$ cat src/rtl/fmps_pkg.sv
// rtl/fmps_pkg.sv - shared constants and state type for the FMPS write link
package fmps_pkg;

  localparam logic [15:0] FMPS_MAGIC   = 16'hB6CF;
  localparam int          HDR_EN_BIT   = 15;
  localparam int          HDR_IDX_OFS  = 10;
  localparam int          INVALID_FMPS = 31;
  localparam int          INVALID_CC   = 30;

  typedef enum logic [1:0] {
    ST_IDLE   = 2'd0,
    ST_HEADER = 2'd1,
    ST_DATA   = 2'd2
  } fmps_state_e;

endpackage

$ cat src/rtl/fmps_write_link.sv
// rtl/fmps_write_link.sv - emits a two-beat header/data FMPS packet per FAstrobe
module fmps_write_link
  import fmps_pkg::*;
#(
  parameter int    INDEX_WIDTH = 5,
  parameter string dbg         = "false"
) (
  input  logic                   auroraClk,
  input  logic                   auroraRst_n,
  input  logic                   FAstrobe,
  input  logic                   fmpsEnabled,
  input  logic [INDEX_WIDTH-1:0] fmpsIndex,
  input  logic                   dataStrobe,
  input  logic [29:0]            dataIn,
  input  logic                   markBad,
  output logic                   TVALID,
  input  logic                   TREADY,
  output logic                   TLAST,
  output logic [31:0]            TDATA,
  output logic                   busy,
  output logic [15:0]            sentCounter,
  output logic [7:0]             overrunCount
);

  (* mark_debug = dbg *) fmps_state_e state_q;
  fmps_state_e state_d;

  (* mark_debug = dbg *) logic tvalid_q;

  logic [29:0]            hold_q;
  logic                   fresh_q;

  logic                   en_q;
  logic [INDEX_WIDTH-1:0] idx_q;
  logic                   bad_q;
  logic                   stale_q;
  logic [29:0]            payload_q;

  (* mark_debug = dbg *) logic [15:0] sent_q;
  (* mark_debug = dbg *) logic [7:0]  overrun_q;

  logic accept;
  logic drop;
  logic data_done;
  logic [31:0] hdr_word;
  logic [31:0] data_word;

  // A request is only taken from IDLE; anything arriving while a packet is
  // in flight (including its last handshake cycle) counts as an overrun.
  assign accept    = FAstrobe && (state_q == ST_IDLE);
  assign drop      = FAstrobe && (state_q != ST_IDLE);
  assign data_done = (state_q == ST_DATA) && TREADY;

  // Next-state logic for the header/data sequencer.
  always_comb begin
    state_d = state_q;
    case (state_q)
      ST_IDLE:   if (FAstrobe) state_d = ST_HEADER;
      ST_HEADER: if (TREADY)   state_d = ST_DATA;
      ST_DATA:   if (TREADY)   state_d = ST_IDLE;
      default:   state_d = ST_IDLE;
    endcase
  end

  // State register and registered TVALID, which tracks the next state.
  always_ff @(posedge auroraClk or negedge auroraRst_n) begin
    if (!auroraRst_n) begin
      state_q  <= ST_IDLE;
      tvalid_q <= 1'b0;
    end else begin
      state_q  <= state_d;
      tvalid_q <= (state_d != ST_IDLE);
    end
  end

  // Holding register for the latest payload and its freshness flag; a same
  // cycle dataStrobe bypasses into the snapshot so fresh ends cleared.
  always_ff @(posedge auroraClk or negedge auroraRst_n) begin
    if (!auroraRst_n) begin
      hold_q  <= '0;
      fresh_q <= 1'b0;
    end else begin
      if (dataStrobe) hold_q <= dataIn;
      if (accept)          fresh_q <= 1'b0;
      else if (dataStrobe) fresh_q <= 1'b1;
    end
  end

  // Packet fields are captured once in the accepting cycle and held for both beats.
  always_ff @(posedge auroraClk or negedge auroraRst_n) begin
    if (!auroraRst_n) begin
      en_q      <= 1'b0;
      idx_q     <= '0;
      bad_q     <= 1'b0;
      stale_q   <= 1'b0;
      payload_q <= '0;
    end else if (accept) begin
      en_q      <= fmpsEnabled;
      idx_q     <= fmpsIndex;
      bad_q     <= markBad;
      stale_q   <= dataStrobe ? 1'b0 : !fresh_q;
      payload_q <= dataStrobe ? dataIn : hold_q;
    end
  end

  // Completed-packet counter (wrapping) and dropped-request counter (saturating).
  always_ff @(posedge auroraClk or negedge auroraRst_n) begin
    if (!auroraRst_n) begin
      sent_q    <= '0;
      overrun_q <= '0;
    end else begin
      if (data_done) sent_q <= sent_q + 16'd1;
      if (drop && (overrun_q != 8'hFF)) overrun_q <= overrun_q + 8'd1;
    end
  end

  // Assemble both beat words from the snapshot registers.
  always_comb begin
    hdr_word                              = '0;
    hdr_word[31:16]                       = FMPS_MAGIC;
    hdr_word[HDR_EN_BIT]                  = en_q;
    hdr_word[HDR_IDX_OFS +: INDEX_WIDTH]  = idx_q;
    data_word                             = '0;
    data_word[INVALID_FMPS]               = stale_q;
    data_word[INVALID_CC]                 = bad_q;
    data_word[29:0]                       = payload_q;
  end

  // Output word is a pure function of registers, so it cannot move under backpressure.
  always_comb begin
    TDATA = '0;
    case (state_q)
      ST_HEADER: TDATA = hdr_word;
      ST_DATA:   TDATA = data_word;
      default:   TDATA = '0;
    endcase
  end

  if (dbg == "true") begin : g_debug_marked
  end

  assign TVALID       = tvalid_q;
  assign TLAST        = (state_q == ST_DATA);
  assign busy         = (state_q != ST_IDLE);
  assign sentCounter  = sent_q;
  assign overrunCount = overrun_q;

endmodule

$ cat config.mk
export PLATFORM = sky130hd
export DESIGN_NAME = fmps_write_link
export DESIGN_NICKNAME = d
export VERILOG_FILES = /design/src/rtl/fmps_pkg.sv /design/src/rtl/fmps_write_link.sv
export SDC_FILE = /design/constraint.sdc
export NUM_CORES = 1
export LEC_CHECK = 0
export BUFFER_PORTS_ARGS = -buffer_cell sky130_fd_sc_hd__buf_2
export CAP_MARGIN = 0
export CORE_MARGIN = 4
export CORE_UTILIZATION = 57
export CTS_CLUSTER_DIAMETER = 60
export DETAILED_ROUTE_END_ITERATION = 8
export PLACE_DENSITY = 0.84
export SLEW_MARGIN = 20
export SYNTH_ARGS = -nofsm -noshare
export SYNTH_HDL_FRONTEND = slang
export SYNTH_SLANG_ARGS = --single-unit
$ cat constraint.sdc
create_clock -name auroraClk -period 4 [get_ports auroraClk]
set_clock_uncertainty 0.05 [all_clocks]
set_input_delay 0.8 -clock auroraClk [delete_from_list [all_inputs] [get_ports auroraClk]]
set_output_delay 0.8 -clock auroraClk [all_outputs]
set_load 0.005 [all_outputs]
==> results of run 1 <==
-- layer usage --
layer	vias to the layer above	global-route usage (%)
li1	1486	-
met2	90	34.43
met5	-	0
met4	0	6.739
met3	7	3.620
met1	1506	27.95
-- logic make-up after synthesis --
family,count (synthesis),share of synthesized area [%]
flops,96,57.55
xor+xnor,17,3.567
compound gates,28,4.017
simple gates,189,20.77
buf+inv,21,2.158
mux,35,9.532
fa+ha+maj,8,2.398
-- synth_stat cells, types with 2 or more instances --
cell and count:
nand2_1 122, dfrtp_1 96, mux2_2 34, and2_1 17, nor2b_1 17, a21oi_1 15
xnor2_1 14, buf_2 9, nand3_1 9, ha_1 8, nand4_1 8, clkbuf_1 7
a22oi_1 6, nor2_1 6, inv_1 5, and4_1 3, xor2_1 3, and3_1 2
o21ai_0 2
-- flip-flops by register name, indices dropped and copies added (netlist names) --
| signal | cells |
|---|---|
| en_q | 1 |
| fresh_q | 1 |
| state_q | 2 |
| hold_q | 30 |
| bad_q | 1 |
| payload_q | 30 |
| overrunCount | 8 |
| stale_q | 1 |
| sentCounter | 16 |
| idx_q | 5 |
| TVALID | 1 |
-- through the flow --
step | cells | instance area, um^2 | util, % | worst slack, ns | total power [mW]
2_1_floorplan | 394 | 4174 | - | 1.810 | 2.056
3_3_place_gp | 578 | 4756 | 68.49 | 1.409 | 2.396
3_5_place_dp | 578 | 4756 | 68.49 | 1.213 | 2.451
4_1_cts | 594 | 4940 | 71.14 | 0.8276 | 3.033
5_1_grt | 594 | 4940 | 71.14 | 0.6576 | 3.227
6_report | 594 | 4940 | 71.14 | 0.8472 | 3.012
-- worst max-delay path, delay by kind of cell, from the launching register on --
family | cells | cell delay [ns]
adder cells (fa/ha/maj) | 1 | 0.87
flip-flops | 1 | 0.42
buffers and inverters | 2 | 0.28
AO/OA/AOI/OAI | 1 | 0.22
AND/OR/NAND/NOR | 1 | 0.17
-- layout make-up --
cell class / count / area share, %
Clock buffer: 12 / 3.141
Clock inverter: 4 / 0.5826
Inverter: 5 / 0.3799
Multi-Input combinational cell: 277 / 34.04
Sequential cell: 96 / 48.63
Tap cell: 96 / 2.432
Timing Repair Buffer: 104 / 10.79
-- layout by cell type (no fill, tap or decap) --
master,n
ha_1,8
inv_1,5
a31oi_1,1
clkbuf_8,11
nand2_1,122
o22ai_1,1
o21a_1,1
nand3_1,9
a21oi_1,15
and3_1,2
clkbuf_1,1
nor2b_1,17
xor2_1,3
dfrtp_1,96
and2b_1,1
o21ai_0,2
buf_4,5
nor3_2,1
mux2_2,34
nor3_1,1
and4_1,3
nor2_1,6
clkinvlp_4,2
xnor2_1,14
and4_4,1
nand2b_1,1
a41oi_1,1
buf_2,99
and2_1,17
a22oi_1,6
nand4_1,8
o31a_1,1
clkinv_2,1
mux2_4,1
clkinv_4,1
-- how the worst max path moves through the flow --
| stage | from | to | cells after the start |
|---|---|---|---|
| after floorplan | state_q[0] | TDATA[16] | 6 |
| after global placement | state_q[0] | TDATA[26] | 5 |
| after detailed placement | state_q[0] | TDATA[18] | 5 |
| after CTS | state_q[0] | TDATA[18] | 5 |
| after global routing | state_q[0] | TDATA[18] | 5 |
| final | state_q[0] | TDATA[18] | 5 |
-- power by group through the flow --
stage          clock (mW)  sequential, mW  combinational [mW]
6_report            0.586            1.43               0.991
5_1_grt             0.639            1.47                1.12
4_1_cts             0.595            1.43                1.01
3_5_place_dp            0            1.45                1.00
3_3_place_gp            0            1.44               0.958
2_1_floorplan           0            1.40               0.651
==> run summary, run 1 <==
Period utilization -> 78.82%
Worst path max stage delay -> 0.87 ns
Clock sink count -> 96
Share of the synthesized area in the top cell type -> 57.55%
Met2 wire len -> 4368 um
Worst Setup Start Kind -> flop
Largest area contributor in the netlist -> dfrtp_1
Final Hold Fails -> 0
First-pass GRT wire length -> 14220 um
Max Used Layer -> met4
CP max-delay cell -> ha_1
Mean Syn Cell Area -> 10.59 um^2
Pwr Density -> 609.7 nW/um^2
Post-CTS Setup Bufs -> 0
Synth warnings -> 0
Via count -> 3089
Max Cap Violations -> 0
Gr usage total -> 20.77%
FFs w/ async S/R, synth -> 100.0%
Layout cell share with drive strength beyond 1 -> 31.33%
Final Slew Violations -> 0
Vias in the first global route -> 3044
RSZ-0062 raised after global routing -> false
Hold WS -> 0.4201 ns
Ports -> 101
Rows -> 30
Outcome -> complete, no violations
Register bit total from synthesis -> 96
CP required -> 3.15 ns
Die height -> 93.58 um
Hold Path Origin -> payload_q[24]
Layout area overhead -> 18.35%
1st-iter DRT viols -> 123
Switching pwr -> 1.061 mW
Filler cells -> 535
Cell count of the worst reg-to-reg path -> 6
Synth unique cells -> 30
Pint -> 1.950 mW
Hold Buf Count CTS -> 0
Cells along the critical path -> inv_1 -> ha_1 -> a21oi_1 -> nor2b_1 -> buf_2
Die footprint -> 8756 um^2
R2R setup slack -> 1.35 ns
Post-Syn Area -> 4174 um^2
Drc violations -> 0
Post-synth top flop -> dfrtp_1
Setup CP Type -> flop to primary output
Worst Hold Depth -> 2
Gpl congestion -> 0.7885
Detailed Routing Iterations Pass 1 -> 4
Sequential share of the synthesized area -> 57.55%
Grt total ovfl -> 0
Wire length per cell -> 14.96 um
Largest fanout on the critical path -> 30
Met1 Wirelength -> 3963 um
CTS HTree Levels -> 3
Relative slew margins -> 31.20%
Mapped Cells -> 394
Clock Latency Late Sink -> 0.35 ns
Routed wl met3 -> 472 um
Cts bufs inserted -> 9
Clk network pwr share -> 19.4%
Largest net degree at the start of global routing -> 74
CP endpoint kind -> primary output
Core Footprint -> 6944 um^2
Switching portion of total power -> 35.25%
Post-synth EDFFs -> 0
Syn_nets -> 444
Initial Util -> 60.11%
Hold Path Class -> flop to flop
R2R Path End -> sentCounter[10]
CTS tree -> done
Clock root buffer -> clkbuf_8
Leakage -> 2.537 nW
CTS clk-pin slew, worst paths -> 0.09 ns
VDD IR max -> 0.0003207 V
WP data arrival -> 2.30 ns
Initial antenna violation count -> 0
PostCTS Resize Cnt -> 0
Register area -> 2402 um^2
Total length of routed wires -> 8885 um
Routed Antenna Nets -> 0
# nets final -> 543
Combinational share of power -> 32.9%
Post-route minimum period -> 3.153 ns
Power share of the sequential group -> 47.6%
Final setup vio count -> 0
Antenna cells -> 0
Footprint of the multi-input gates -> 1682 um^2
Worst reg2reg startpoint -> state_q[0]
TNS Setup -> 0 ns
Chip Width -> 93.58 um
Routed vias/inst -> 5.200
Max Freq -> 317.2 MHz
Least-Margin Pin Slew -> 1.032 ns
DP Wirelength -> 6202 um
IO buf count -> 100
WHS Endpoint -> payload_q[24]
Synth top area cells -> dfrtp_1 58%, nand2_1 11%, mux2_2 9.2%
Clock tree buffer depth -> 2
(Power assumes the default switching activity.)
==> inputs of run 2 (changes only) <==
CORE_UTILIZATION = 48   (was 57)
PLACE_DENSITY = 0.76   (was 0.84)
clock period = 2.56 ns   (was 4 ns; I/O delays follow)
==> run 2 against run 1 <==
Against the previous run:
- final area up 2.4%
- wire length shrank 1.4%
- total power is 64% higher
- clock power is 89% higher
- global-route usage decreased by 2.7 points
- die area rose by 17%
- combinational power up 60%
- setup slack lost 0.65 ns
- sequential power rose by 57%
- sequential cell count did not move
- critical path type unchanged
- largest cell class unchanged
==> run summary, run 2 (synthesized netlist as in run 1, its figures left out) <==
CP max-delay cell -> dfrtp_1
Hold Path Class -> primary input to asynchronous set/reset pin
GR Util met1 -> 24.58%
Routed vias/inst -> 5.071
CTS clk-pin slew, worst paths -> 0.09 ns
CTS tree -> done
Setup CP Type -> flop to primary output
Worst reg2reg startpoint -> state_q[0]
Vias in the first global route -> 3058
Gr usage total -> 18.08%
Core Footprint -> 8341 um^2
Setup WS pre-CTS -> 0.3994 ns
Placed cells -> 592
First-pass GRT wire length -> 14520 um
Setup ws final -> 0.2003 ns
Clock root buffer -> clkbuf_8
Max Cap Violations -> 0
Post-CTS Setup Bufs -> 0
RSZ-0062 raised after global routing -> false
Pwr Density -> 976.1 nW/um^2
Die footprint -> 10250 um^2
Cells along the critical path -> inv_1 -> ha_2 -> buf_4 -> a21oi_1 -> nor2b_1 -> buf_2
VDD IR max -> 0.0005676 V
CP required -> 2.00 ns
Cell count of the worst reg-to-reg path -> 6
Buf/Inv on CP -> 3
Final setup vio count -> 0
Initial antenna violation count -> 0
Layout area overhead -> 21.13%
Wire length per cell -> 14.40 um
Final Hold Fails -> 0
Delay-heaviest family, CP -> buffers and inverters
Max Freq -> 423.8 MHz
Met2 Usage GRT -> 28.47%
Die height -> 101.3 um
Hold Buf Count CTS -> 0
Rows -> 33
DP Wirelength -> 6365 um
Layout cell share with drive strength beyond 1 -> 32.60%
CTS HTree Levels -> 3
Critical Path Stages -> 6
Filler cells -> 738
Via count -> 3083
Final std cells w/o fill -> 608
Initial Util -> 50.05%
Chip Width -> 101.3 um
Detailed Routing Iterations Pass 1 -> 4
Clock sink count -> 96
Clock Latency Late Sink -> 0.35 ns
Final Slew Violations -> 0
Leakage -> 2.587 nW
Drc violations -> 0
Outcome -> complete, no violations
Relative slew margins -> 63.71%
1st-iter DRT viols -> 108
Largest fanout on the critical path -> 11
Worst Setup Start Kind -> flop
PostCTS Resize Cnt -> 1
Total length of routed wires -> 8758 um
Leading cell types in the layout, fill and taps excluded -> 122 x nand2_1, 99 x buf_2, 96 x dfrtp_1, 34 x mux2_2
Largest net degree at the start of global routing -> 43
Worst path max stage delay -> 0.42 ns
Routed Antenna Nets -> 0
Antenna cells -> 0
Commonest non-fill, non-tap cell in the layout -> nand2_1
# nets final -> 548
CP endpoint -> TDATA[18]
Clock tree buffer depth -> 2
R2R Path End -> sentCounter[10]
IO buf count -> 100
Gpl congestion -> 0.7686
CP Launch Point -> state_q[0]
GRT busiest layer -> met2
CP endpoint kind -> primary output
Met3 Use GR -> 3.581%
R2R setup slack -> 0.63 ns
Least-Margin Pin Slew -> 0.5444 ns
Post-route minimum period -> 2.360 ns
Period utilization -> 92.18%
Grt total ovfl -> 0
Cts bufs inserted -> 9
Ports -> 101
WP data arrival -> 1.80 ns
TNS Setup -> 0 ns
[run 2: per-stage QoR]
stage / utilization, % / hold slack [ns] / cell area (um^2) / total power [mW]
6_report: 60.62 / 0.08585 / 5056 / 4.935
5_1_grt: 60.62 / 0.1047 / 5056 / 5.320
4_1_cts: 60.56 / 0.08398 / 5051 / 4.987
3_5_place_dp: 57.76 / 0.4046 / 4817 / 3.867
3_3_place_gp: 57.76 / 0.4010 / 4817 / 3.795
2_1_floorplan: - / 0.1664 / 4174 / 3.212
[run 2: metal layers]
| layer | up-vias | part of all wire [%] |
|---|---|---|
| met5 | - | 0 |
| met1 | 1483 | 45 |
| met3 | 15 | 6.4 |
| met4 | 0 | 2.0 |
| met2 | 86 | 47 |
| li1 | 1499 | - |
[run 2: area by class of cell]
| cell class | count | area [um^2] | area share [%] |
|---|---|---|---|
| Multi-Input combinational cell | 277 | 1689 | 33.41 |
| Tap cell | 105 | 131.4 | 2.598 |
| Clock buffer | 12 | 155.1 | 3.069 |
| Inverter | 5 | 18.77 | 0.3712 |
| Clock inverter | 4 | 76.32 | 1.510 |
| Sequential cell | 96 | 2402 | 47.51 |
| Timing Repair Buffer | 109 | 583.1 | 11.53 |
[run 2: how the worst min path moves through the flow]
stage            startpoint      endpoint
2_1_floorplan   auroraRst_n        TVALID
3_3_place_gp   payload_q[9]  payload_q[9]
3_5_place_dp   payload_q[0]  payload_q[0]
4_1_cts         auroraRst_n    hold_q[27]
5_1_grt         auroraRst_n    hold_q[27]
6_report        auroraRst_n    hold_q[27]
[run 2: where the power goes]
part	total [mW]	switching [mW]	internal [mW]
Clock	1.11	0.501	0.606
Combinational	1.59	0.863	0.730
Sequential	2.24	0.287	1.95
Total	4.94	1.65	3.28
